[src/rtl/cache_pkg.sv]
// Shared types and derived sizes for the cache line mover.
// The derived sizes describe the default line geometry; the mover recomputes
// its own copies from its parameters so that other geometries still work.
package cache_pkg;

    localparam int ADDR_WIDTH_DEF = 32;
    localparam int DATA_WIDTH_DEF = 32;
    localparam int LINE_BYTES_DEF = 16;

    localparam int WORD_BYTES     = DATA_WIDTH_DEF / 8;
    localparam int WORDS_PER_LINE = LINE_BYTES_DEF / WORD_BYTES;
    localparam int OFFSET_BITS    = $clog2(LINE_BYTES_DEF);
    localparam int WORD_OFF_BITS  = $clog2(WORD_BYTES);
    localparam int LINE_BITS      = LINE_BYTES_DEF * 8;

    typedef enum logic [1:0] {
        OKAY   = 2'd0,
        EXOKAY = 2'd1,
        SLVERR = 2'd2,
        DECERR = 2'd3
    } axi_resp_e;

    typedef enum logic [2:0] {
        IDLE,
        WR_REQ,
        WR_RESP,
        RD_REQ,
        RD_RESP,
        DONE
    } mover_state_e;

    // The aggregate response is the first non-OKAY one seen in a command.
    function automatic axi_resp_e keep_first_err(axi_resp_e cur, logic [1:0] resp);
        return (cur == OKAY) ? axi_resp_e'(resp) : cur;
    endfunction

endpackage

[src/rtl/cache_line_mover.sv]
// Moves one cache line between the cache and an AXI4-Lite memory port,
// one word per transaction, with a single transaction outstanding.
module cache_line_mover
    import cache_pkg::*;
#(
    parameter int ADDR_WIDTH = ADDR_WIDTH_DEF,
    parameter int DATA_WIDTH = DATA_WIDTH_DEF,
    parameter int LINE_BYTES = LINE_BYTES_DEF
) (
    input  logic                    clk,
    input  logic                    rst_n,
    input  logic                    cmd_valid,
    output logic                    cmd_ready,
    input  logic                    cmd_is_evict,
    input  logic [ADDR_WIDTH-1:0]   cmd_line_addr,
    input  logic [LINE_BYTES*8-1:0] cmd_wline,
    output logic                    done_valid,
    output logic [LINE_BYTES*8-1:0] done_rline,
    output logic [1:0]              done_resp,
    output logic                    m_awvalid,
    input  logic                    m_awready,
    output logic [ADDR_WIDTH-1:0]   m_awaddr,
    output logic [2:0]              m_awprot,
    output logic                    m_wvalid,
    input  logic                    m_wready,
    output logic [DATA_WIDTH-1:0]   m_wdata,
    output logic [DATA_WIDTH/8-1:0] m_wstrb,
    input  logic                    m_bvalid,
    output logic                    m_bready,
    input  logic [1:0]              m_bresp,
    output logic                    m_arvalid,
    input  logic                    m_arready,
    output logic [ADDR_WIDTH-1:0]   m_araddr,
    output logic [2:0]              m_arprot,
    input  logic                    m_rvalid,
    output logic                    m_rready,
    input  logic [DATA_WIDTH-1:0]   m_rdata,
    input  logic [1:0]              m_rresp
);

    localparam int WB  = DATA_WIDTH / 8;
    localparam int WPL = LINE_BYTES / WB;
    localparam int BW  = (WPL > 1) ? $clog2(WPL) : 1;
    localparam logic [BW-1:0]         LAST      = BW'(WPL - 1);
    localparam logic [ADDR_WIDTH-1:0] BASE_MASK = ~ADDR_WIDTH'(LINE_BYTES - 1);

    mover_state_e              state;
    logic [BW-1:0]             beat;
    logic                      is_evict_q;
    logic [ADDR_WIDTH-1:0]     base_q;
    logic [LINE_BYTES*8-1:0]   wline_q;
    axi_resp_e                 err_q;
    logic                      aw_done, w_done;

    logic aw_fire, w_fire, b_fire, ar_fire, r_fire;
    logic [BW-1:0] beat_nxt;

    assign aw_fire  = m_awvalid && m_awready;
    assign w_fire   = m_wvalid && m_wready;
    assign b_fire   = m_bvalid && m_bready;
    assign ar_fire  = m_arvalid && m_arready;
    assign r_fire   = m_rvalid && m_rready;
    assign beat_nxt = beat + 1'b1;

    // Full-word writes only, unprivileged secure data accesses.
    assign m_awprot = 3'b000;
    assign m_arprot = 3'b000;
    assign m_wstrb  = '1;

    function automatic logic [ADDR_WIDTH-1:0] beat_addr(logic [ADDR_WIDTH-1:0] base,
                                                        logic [BW-1:0] b);
        return base + ADDR_WIDTH'(b) * ADDR_WIDTH'(WB);
    endfunction

    // Command sequencer: one state register, all bus-facing outputs registered.
    always_ff @(posedge clk or negedge rst_n) begin
        if (!rst_n) begin
            state      <= IDLE;
            beat       <= '0;
            is_evict_q <= 1'b0;
            base_q     <= '0;
            wline_q    <= '0;
            err_q      <= OKAY;
            aw_done    <= 1'b0;
            w_done     <= 1'b0;
            cmd_ready  <= 1'b1;
            done_valid <= 1'b0;
            done_rline <= '0;
            done_resp  <= 2'b00;
            m_awvalid  <= 1'b0;
            m_awaddr   <= '0;
            m_wvalid   <= 1'b0;
            m_wdata    <= '0;
            m_bready   <= 1'b0;
            m_arvalid  <= 1'b0;
            m_araddr   <= '0;
            m_rready   <= 1'b0;
        end else begin
            done_valid <= 1'b0;
            unique case (state)
                IDLE: begin
                    cmd_ready <= 1'b1;
                    if (cmd_valid) begin
                        cmd_ready  <= 1'b0;
                        is_evict_q <= cmd_is_evict;
                        base_q     <= cmd_line_addr & BASE_MASK;
                        wline_q    <= cmd_wline;
                        beat       <= '0;
                        err_q      <= OKAY;
                        if (cmd_is_evict) begin
                            state     <= WR_REQ;
                            m_awvalid <= 1'b1;
                            m_awaddr  <= cmd_line_addr & BASE_MASK;
                            m_wvalid  <= 1'b1;
                            m_wdata   <= cmd_wline[DATA_WIDTH-1:0];
                            aw_done   <= 1'b0;
                            w_done    <= 1'b0;
                        end else begin
                            state     <= RD_REQ;
                            m_arvalid <= 1'b1;
                            m_araddr  <= cmd_line_addr & BASE_MASK;
                        end
                    end
                end
                WR_REQ: begin
                    // AW and W retire independently; move on once both have.
                    if (aw_fire) begin
                        m_awvalid <= 1'b0;
                        aw_done   <= 1'b1;
                    end
                    if (w_fire) begin
                        m_wvalid <= 1'b0;
                        w_done   <= 1'b1;
                    end
                    if ((aw_done || aw_fire) && (w_done || w_fire)) begin
                        state    <= WR_RESP;
                        m_bready <= 1'b1;
                    end
                end
                WR_RESP: begin
                    if (b_fire) begin
                        m_bready <= 1'b0;
                        err_q    <= keep_first_err(err_q, m_bresp);
                        if (beat == LAST) begin
                            state      <= DONE;
                            done_valid <= 1'b1;
                            done_resp  <= keep_first_err(err_q, m_bresp);
                        end else begin
                            beat      <= beat_nxt;
                            state     <= WR_REQ;
                            m_awvalid <= 1'b1;
                            m_awaddr  <= beat_addr(base_q, beat_nxt);
                            m_wvalid  <= 1'b1;
                            m_wdata   <= wline_q[int'(beat_nxt)*DATA_WIDTH +: DATA_WIDTH];
                            aw_done   <= 1'b0;
                            w_done    <= 1'b0;
                        end
                    end
                end
                RD_REQ: begin
                    if (ar_fire) begin
                        m_arvalid <= 1'b0;
                        m_rready  <= 1'b1;
                        state     <= RD_RESP;
                    end
                end
                RD_RESP: begin
                    if (r_fire) begin
                        m_rready <= 1'b0;
                        done_rline[int'(beat)*DATA_WIDTH +: DATA_WIDTH] <= m_rdata;
                        err_q    <= keep_first_err(err_q, m_rresp);
                        if (beat == LAST) begin
                            state      <= DONE;
                            done_valid <= 1'b1;
                            done_resp  <= keep_first_err(err_q, m_rresp);
                        end else begin
                            beat      <= beat_nxt;
                            state     <= RD_REQ;
                            m_arvalid <= 1'b1;
                            m_araddr  <= beat_addr(base_q, beat_nxt);
                        end
                    end
                end
                DONE: begin
                    // is_evict_q is kept for debug visibility of the last command.
                    state     <= IDLE;
                    cmd_ready <= 1'b1;
                end
                default: begin
                    state     <= IDLE;
                    cmd_ready <= 1'b1;
                end
            endcase
        end
    end

endmodule

[config.mk]
export PLATFORM = sky130hd
export DESIGN_NAME = cache_line_mover
export DESIGN_NICKNAME = d
export VERILOG_FILES = /design/src/rtl/cache_pkg.sv /design/src/rtl/cache_line_mover.sv
export SDC_FILE = /design/constraint.sdc
export NUM_CORES = 1
export LEC_CHECK = 0
export CAP_MARGIN = 20
export CORE_MARGIN = 8
export CORE_UTILIZATION = 35
export CTS_BUF_LIST = sky130_fd_sc_hd__clkbuf_16
export DETAILED_ROUTE_END_ITERATION = 8
export DONT_BUFFER_PORTS = 1
export GPL_TIMING_DRIVEN = 0
export MAX_ROUTING_LAYER = met4
export PLACE_DENSITY = 0.52
export RECOVER_POWER = 25
export SETUP_SLACK_MARGIN = 0.2
export SKIP_LAST_GASP = 1
export SLEW_MARGIN = 5
export SYNTH_ARGS = -nofsm -noshare
export SYNTH_HDL_FRONTEND = slang
export SYNTH_SLANG_ARGS = --single-unit
[constraint.sdc]
create_clock -name clk -period 2.4 [get_ports clk]
set_clock_uncertainty 0.15 [all_clocks]
set_input_delay 0.24 -clock clk [delete_from_list [all_inputs] [get_ports clk]]
set_output_delay 0.24 -clock clk [all_outputs]
set_load 0.01 [all_outputs]
==> out/results.tsv <==
metric	value	unit
vias_per_cell	5.06	
fin_cells	2428	
min_period_over_period	0.949	
htreeDepth	2	
yosys_warnings	0	
synth.cell_area	17100	µm²
place_area	17900	µm²
clockBufferDepth	3	
p_leak	0.00951	µW
p_clk_frac	0.253	
critPathMaxStageDelay	0.44	ns
sequentialPowerShare	0.414	
start_kind	flip-flop	
min_period	2.28	ns
portBuffers	0	
worstPathRequired	2.68	ns
grt_max_degree	395	
cp_slowest_cell	dfrtp_2	
die-area	56100	µm²
setup_viol	0	
numCtsBuffers	45	
ir_drop	0.780	mV
area_delta_synth_final	31.1	%
synth.most_common_cell	dfrtp_1	
syn_area_per_cell	11.7	µm²
synth-seq-area-share	0.578	
status	complete, but fails checks	
ys_ff_latch	394	
worst_skew_pair.late_latency	0.57	ns
yosysTopAreaCellShare	0.577	
drc	0	
r2r_start	beat[0]	
swShare	0.340	
cts.clk_slew.worst_paths	0.06	ns
nets	1966	
p_int	18000	µW
crit_family	buffers and inverters	
cp.arrival	2.56	ns
wirelength	56600	µm
fin_setup_tns	0	ns
num_vias	12300	
routedWlPerCell	23.3	µm
rows	81	
overflow	0	
die_w	237	µm
dp_cells	2095	
synthFlopType	dfrtp_1	
criticalPathCategory	flip-flop to flip-flop	
cts_root_buf	clkbuf_16	
ios	448	
p_sw	9270	µW
drv_cap	0	
final.fill_count	4451	
rsz0062_at_grt	yes	
p_comb_frac	0.332	
synth_edf_count	0	
grt_pass1_wl	84200	µm
core-area	48500	µm²
crit_buf_inv	4	
critPathLaunch	beat[0]	
synth_top_area_cell	dfrtp_1	
hold_viol	394	
ant_nets	0	
cts_tree	built	
synth_top_cells_by_count	dfrtp_1, nand2_1, o21ai_1	
powerDensity	1220	nW/µm²
cp_max_fo	6	
grt_pass1_vias	13100	
hold_path.class	input port to asynchronous set/reset pin	
holdWs	-0.768	ns
fmax	439	MHz
async_flop_share	1.00	
cts.sinks	394	
relSlewSlack	0.441	
synth.distinct_cells	46	
drt-initial-drc-count	600	
dr.pass1.iters	5	
finalMaxSlewViolations	0	
start_util	0.351	
drive_above_1_share	0.249	
netlist_instances	1461	
fin_area	22400	µm²
gp_congestion	0.785	
yosys-top-cells-area	dfrtp_1, mux2_2, nand2_1	
die_h	237	µm
tightest_slew	0.838	ns
dp_hpwl	39900	µm
violations	hold timing	
gr-usage-all-layers	0.199	
worst_setup_path_end_kind	flip-flop	
antenna_found_initial	13	
cp_cell_sequence	ha_4, buf_6, nand4b_1, a211o_1, buf_12, buf_16, clkbuf_16, nand2_2, o21ai_1	
==> routing by layer <==
layer	global-route usage	share of wire
met3	0.0618	0.076
met2	0.328	0.49
met1	0.233	0.41
met5	-	0
met4	0.0614	0.025
==> power by group through the flow <==
stage	registers, µW	logic (µW)	clock network (µW)
CTS	11300	8370	7120
detailed placement	11400	7500	0
global route	11600	9860	7370
finish	11300	9070	6910
global placement	11300	7310	0
floorplan	10500	5970	0
==> kinds of logic after synthesis <==
group                    count (synthesis)  share of synthesized area
XOR/XNOR                                 1                   0.000514
buffers and inverters                  122                     0.0420
multiplexers                           282                      0.201
adder cells (fa/ha/maj)                  6                    0.00440
AO/OA/AOI/OAI                          254                     0.0785
AND/OR/NAND/NOR                        400                     0.0954
flip-flops                             394                      0.578
other                                    2                   0.000440
==> timing repair <==
item,CTS,global route
endpoints found under the setup margin,343,339
gates resized for setup,60,150
hold endpoints to repair,784,396
hold buffers,199,2
pin swaps,4,9
setup buffers,16,9
gates cloned,0,9
==> worst paths after layout <==
path	to	slack, ns	depth (start not counted)
max in group asynchronous	wline_q[25]	2.18	0
hold / removal	m_araddr[21]	-0.77	0
min in group clk	aw_done	0.07	5
hold reg to reg	wline_q[95]	0.33	1
setup reg to reg	m_awaddr[16]	0.12	9
setup / recovery	m_awaddr[16]	0.12	9
==> placed cells by master, fill, tap and decap left out, types with 14 or more instances in the layout <==
master           n
dlygate4sd3_1  201
buf_4           55
clkbuf_16       57
clkbuf_2        16
mux2i_1         89
nand2_1        331
conb_1          14
mux2_1          20
dfrtp_1        392
diode_2         16
nand2_2         25
mux4_2          32
mux2_2         140
buf_2           19
o21ai_1        205
buf_6           18
==> metrics by stage <==
step	setup slack, ns	total power (µW)	hold slack (ns)	utilization
2_1_floorplan	0.174	16500	-0.206	-
3_3_place_gp	-0.825	18600	-0.186	0.369
3_5_place_dp	-0.863	18900	-0.185	0.369
4_1_cts	0.181	26700	-0.807	0.446
5_1_grt	0.0878	28800	-0.809	0.461
6_report	0.122	27300	-0.768	0.461
==> registers in the layout, indices dropped and copies added, names as in the netlist <==
signal	count
m_bready	1
aw_done	1
cmd_ready	1
err_q	2
m_arvalid	1
m_wvalid	1
m_rready	1
m_wdata	32
wline_q	128
base_q	28
beat	2
m_araddr	30
done_rline	128
done_resp	2
done_valid	1
state	3
m_awaddr	30
w_done	1
m_awvalid	1
==> final cells by class <==
type	instances	area [µm²]	area share
antenna	16	40.0	0.00179
buffer	114	941	0.0421
clock buffer	47	1180	0.0526
clock inverter	35	299	0.0134
inverter	8	33.8	0.00151
multi-input combinational	957	6800	0.304
sequential	394	9860	0.441
tap	622	778	0.0348
timing repair buffer	235	2440	0.109
==> worst register-to-register path, delay by kind of cell (launching register included) <==
family / cells / cell delay, ns
and+or+nand+nor: 2 / 0.25
adders and majority gates: 1 / 0.17
buffers and inverters: 4 / 0.63
DFF: 1 / 0.44
AOI/OAI and AO/OA: 2 / 0.50
No activity file was read; power rests on OpenSTA's default activity.
==> RTL change, RTL diff (same flow settings) <==
The package constant `LINE_BYTES_DEF` goes from 16 to 32.
--- a/src/rtl/cache_pkg.sv
+++ b/src/rtl/cache_pkg.sv
@@ -7,3 +7,3 @@
     localparam int DATA_WIDTH_DEF = 32;
-    localparam int LINE_BYTES_DEF = 16;
+    localparam int LINE_BYTES_DEF = 32;
 
Ports: changed (resized cmd_wline and done_rline); port bits go from 448 to 704. No check against the original RTL was run, so the function may have changed too.
==> RTL change against the unedited design <==
- the flow finishes with violations (negative hold slack, max-slew violations)
- largest power group is now combinational cells
- wire length is 110% higher
- critical path type unchanged
- area after synthesis is 60% higher
- power is 74% higher
- design area is 71% higher
- setup slack worse by 0.062 ns
- clock power is 62% higher
- sequential cell count is 256 higher
==> RTL change: results <==
[clock_tree]
htreeDepth = 3
cts_buffers = 75
cts_hold_buf = 326

[timing]
whs_ns = -0.830
finalMaxSlewViolations = 197
hold_viol = 651

[outcome]
violations = "negative hold slack, max-slew violations"
status = "complete, but fails checks"

[global_routing]
grt_max_degree = 651
grt_util_met3 = 0.0727
grt_use_met2 = 0.473
antenna_found_initial = 35
grt.total_usage = 0.270
grt_pass1_wl_mm = 171

[placement]
gp_congestion = 0.905
dp_hpwl_mm = 85.4
placed_cell_area_sq_mm = 0.0288

[route]
via_count = 24300
firstDrtPassIters = 6
first_iter_violations = 1812

[finish]
drive_above_1_share = 0.190
largestRegisters = "done_rline (256), wline_q (256), m_wdata (32)"
finalNetCount = 3800

[synthesis]
yosysSeqAreaShare = 0.596
synth_area_leaders = "dfrtp_1, nand2_1, mux2i_1"
synthTopCellsByCount = "nand2_1, dfrtp_1, o21ai_0"
ys_types = 48

[worst_setup_path]
worstPathArrival_ns = 2.72
reg2regPathDepth = 11
reg2reg_to = "m_wdata[3]$_DFFE_PN0P_"
r2r_slack_ns = 0.06

[power_and_ir_drop]
vdd_drop_max_v = 0.000672
power.leakage_nw = 18.0
-- RTL change: cell count changes in the layout (fill, tap and decap cells not counted), sizes merged, moves of 99 or more --
cell / delta
nand2: +897
nor2: +99
clkbuf: +122
mux2: -125
dlygate4sd3: +125
dfrtp: +256
-- RTL change: layout make-up --
class,instances,share of cell area
antenna,32,0.00210
buffer,208,0.0603
clock buffer,76,0.0498
clock inverter,56,0.0120
inverter,44,0.00478
multi-input combinational,2077,0.295
sequential,650,0.426
tap,1040,0.0340
timing repair buffer,406,0.116
-- RTL change: metal layers --
layer  wire length [um]  part of all wire
met5                  0                 0
met4               5850             0.049
met3              10200             0.085
met2              61000              0.51
met1              43100              0.36
-- RTL change: stage by stage --
stage / TNS (ns) / instances / worst slack (ns)
floorplan: 0 / 2977 / 0.188
global placement: -401.38 / 4017 / -1.19
detailed placement: -414.93 / 4017 / -1.19
CTS: 0 / 4531 / 0.0697
global route: -0.357 / 4588 / -0.0363
finish: 0 / 4589 / 0.0600
-- RTL change: worst max path at each step --
stage / startpoint / to / cells after the start
after floorplan: beat[0]$_DFFE_PN0P_ / done_rline[118]$_DFFE_PN0P_ / 9
after global placement: state[2]$_DFFE_PN0P_ / wline_q[157]$_DFFE_PN0P_ / 8
after detailed placement: state[2]$_DFFE_PN0P_ / wline_q[157]$_DFFE_PN0P_ / 8
after CTS: beat[0]$_DFFE_PN0P_ / m_wdata[3]$_DFFE_PN0P_ / 11
after global routing: state[1]$_DFFE_PN0P_ / done_rline[253]$_DFFE_PN0P_ / 9
final: beat[0]$_DFFE_PN0P_ / m_wdata[3]$_DFFE_PN0P_ / 11
-- RTL change: cells by family after synthesis --
kind of cell | share of synthesized area
flip-flops | 0.596
other | 0.000275
multiplexers | 0.0618
AND/OR/NAND/NOR | 0.211
adder cells (fa/ha/maj) | 0.00229
AO/OA/AOI/OAI | 0.0899
XOR/XNOR | 0.000321
buffers and inverters | 0.0380
-- RTL change: timing repair --
| action | CTS | global route |
|---|---|---|
| setup buffers | 43 | 9 |
| endpoints found under the setup margin | 645 | 635 |
| endpoints found under the hold margin | 1292 | 650 |
| cloned | 13 | 17 |
| resized for setup | 506 | 424 |
| pin swaps | 68 | 30 |
-- RTL change: critical path, stage by stage (launching register included) --
cell and delay [ns]:
dfrtp_1 0.40, clkbuf_16 0.18, inv_12 0.06, ha_4 0.19, clkbuf_16 0.17, buf_16 0.16, buf_8 0.14, buf_16 0.13
mux2i_1 0.11, a22oi_1 0.16, nand3_1 0.13, a31oi_1 0.23
-- RTL change: power by group through the flow --
stage,Clock [mW],Combinational (mW),Sequential [mW]
global route,11.9,20.3,17.8
finish,11.2,18.8,17.5
CTS,11.4,18.2,17.5
floorplan,0,9.51,16.4
global placement,0,13.5,17.4
detailed placement,0,13.8,17.5
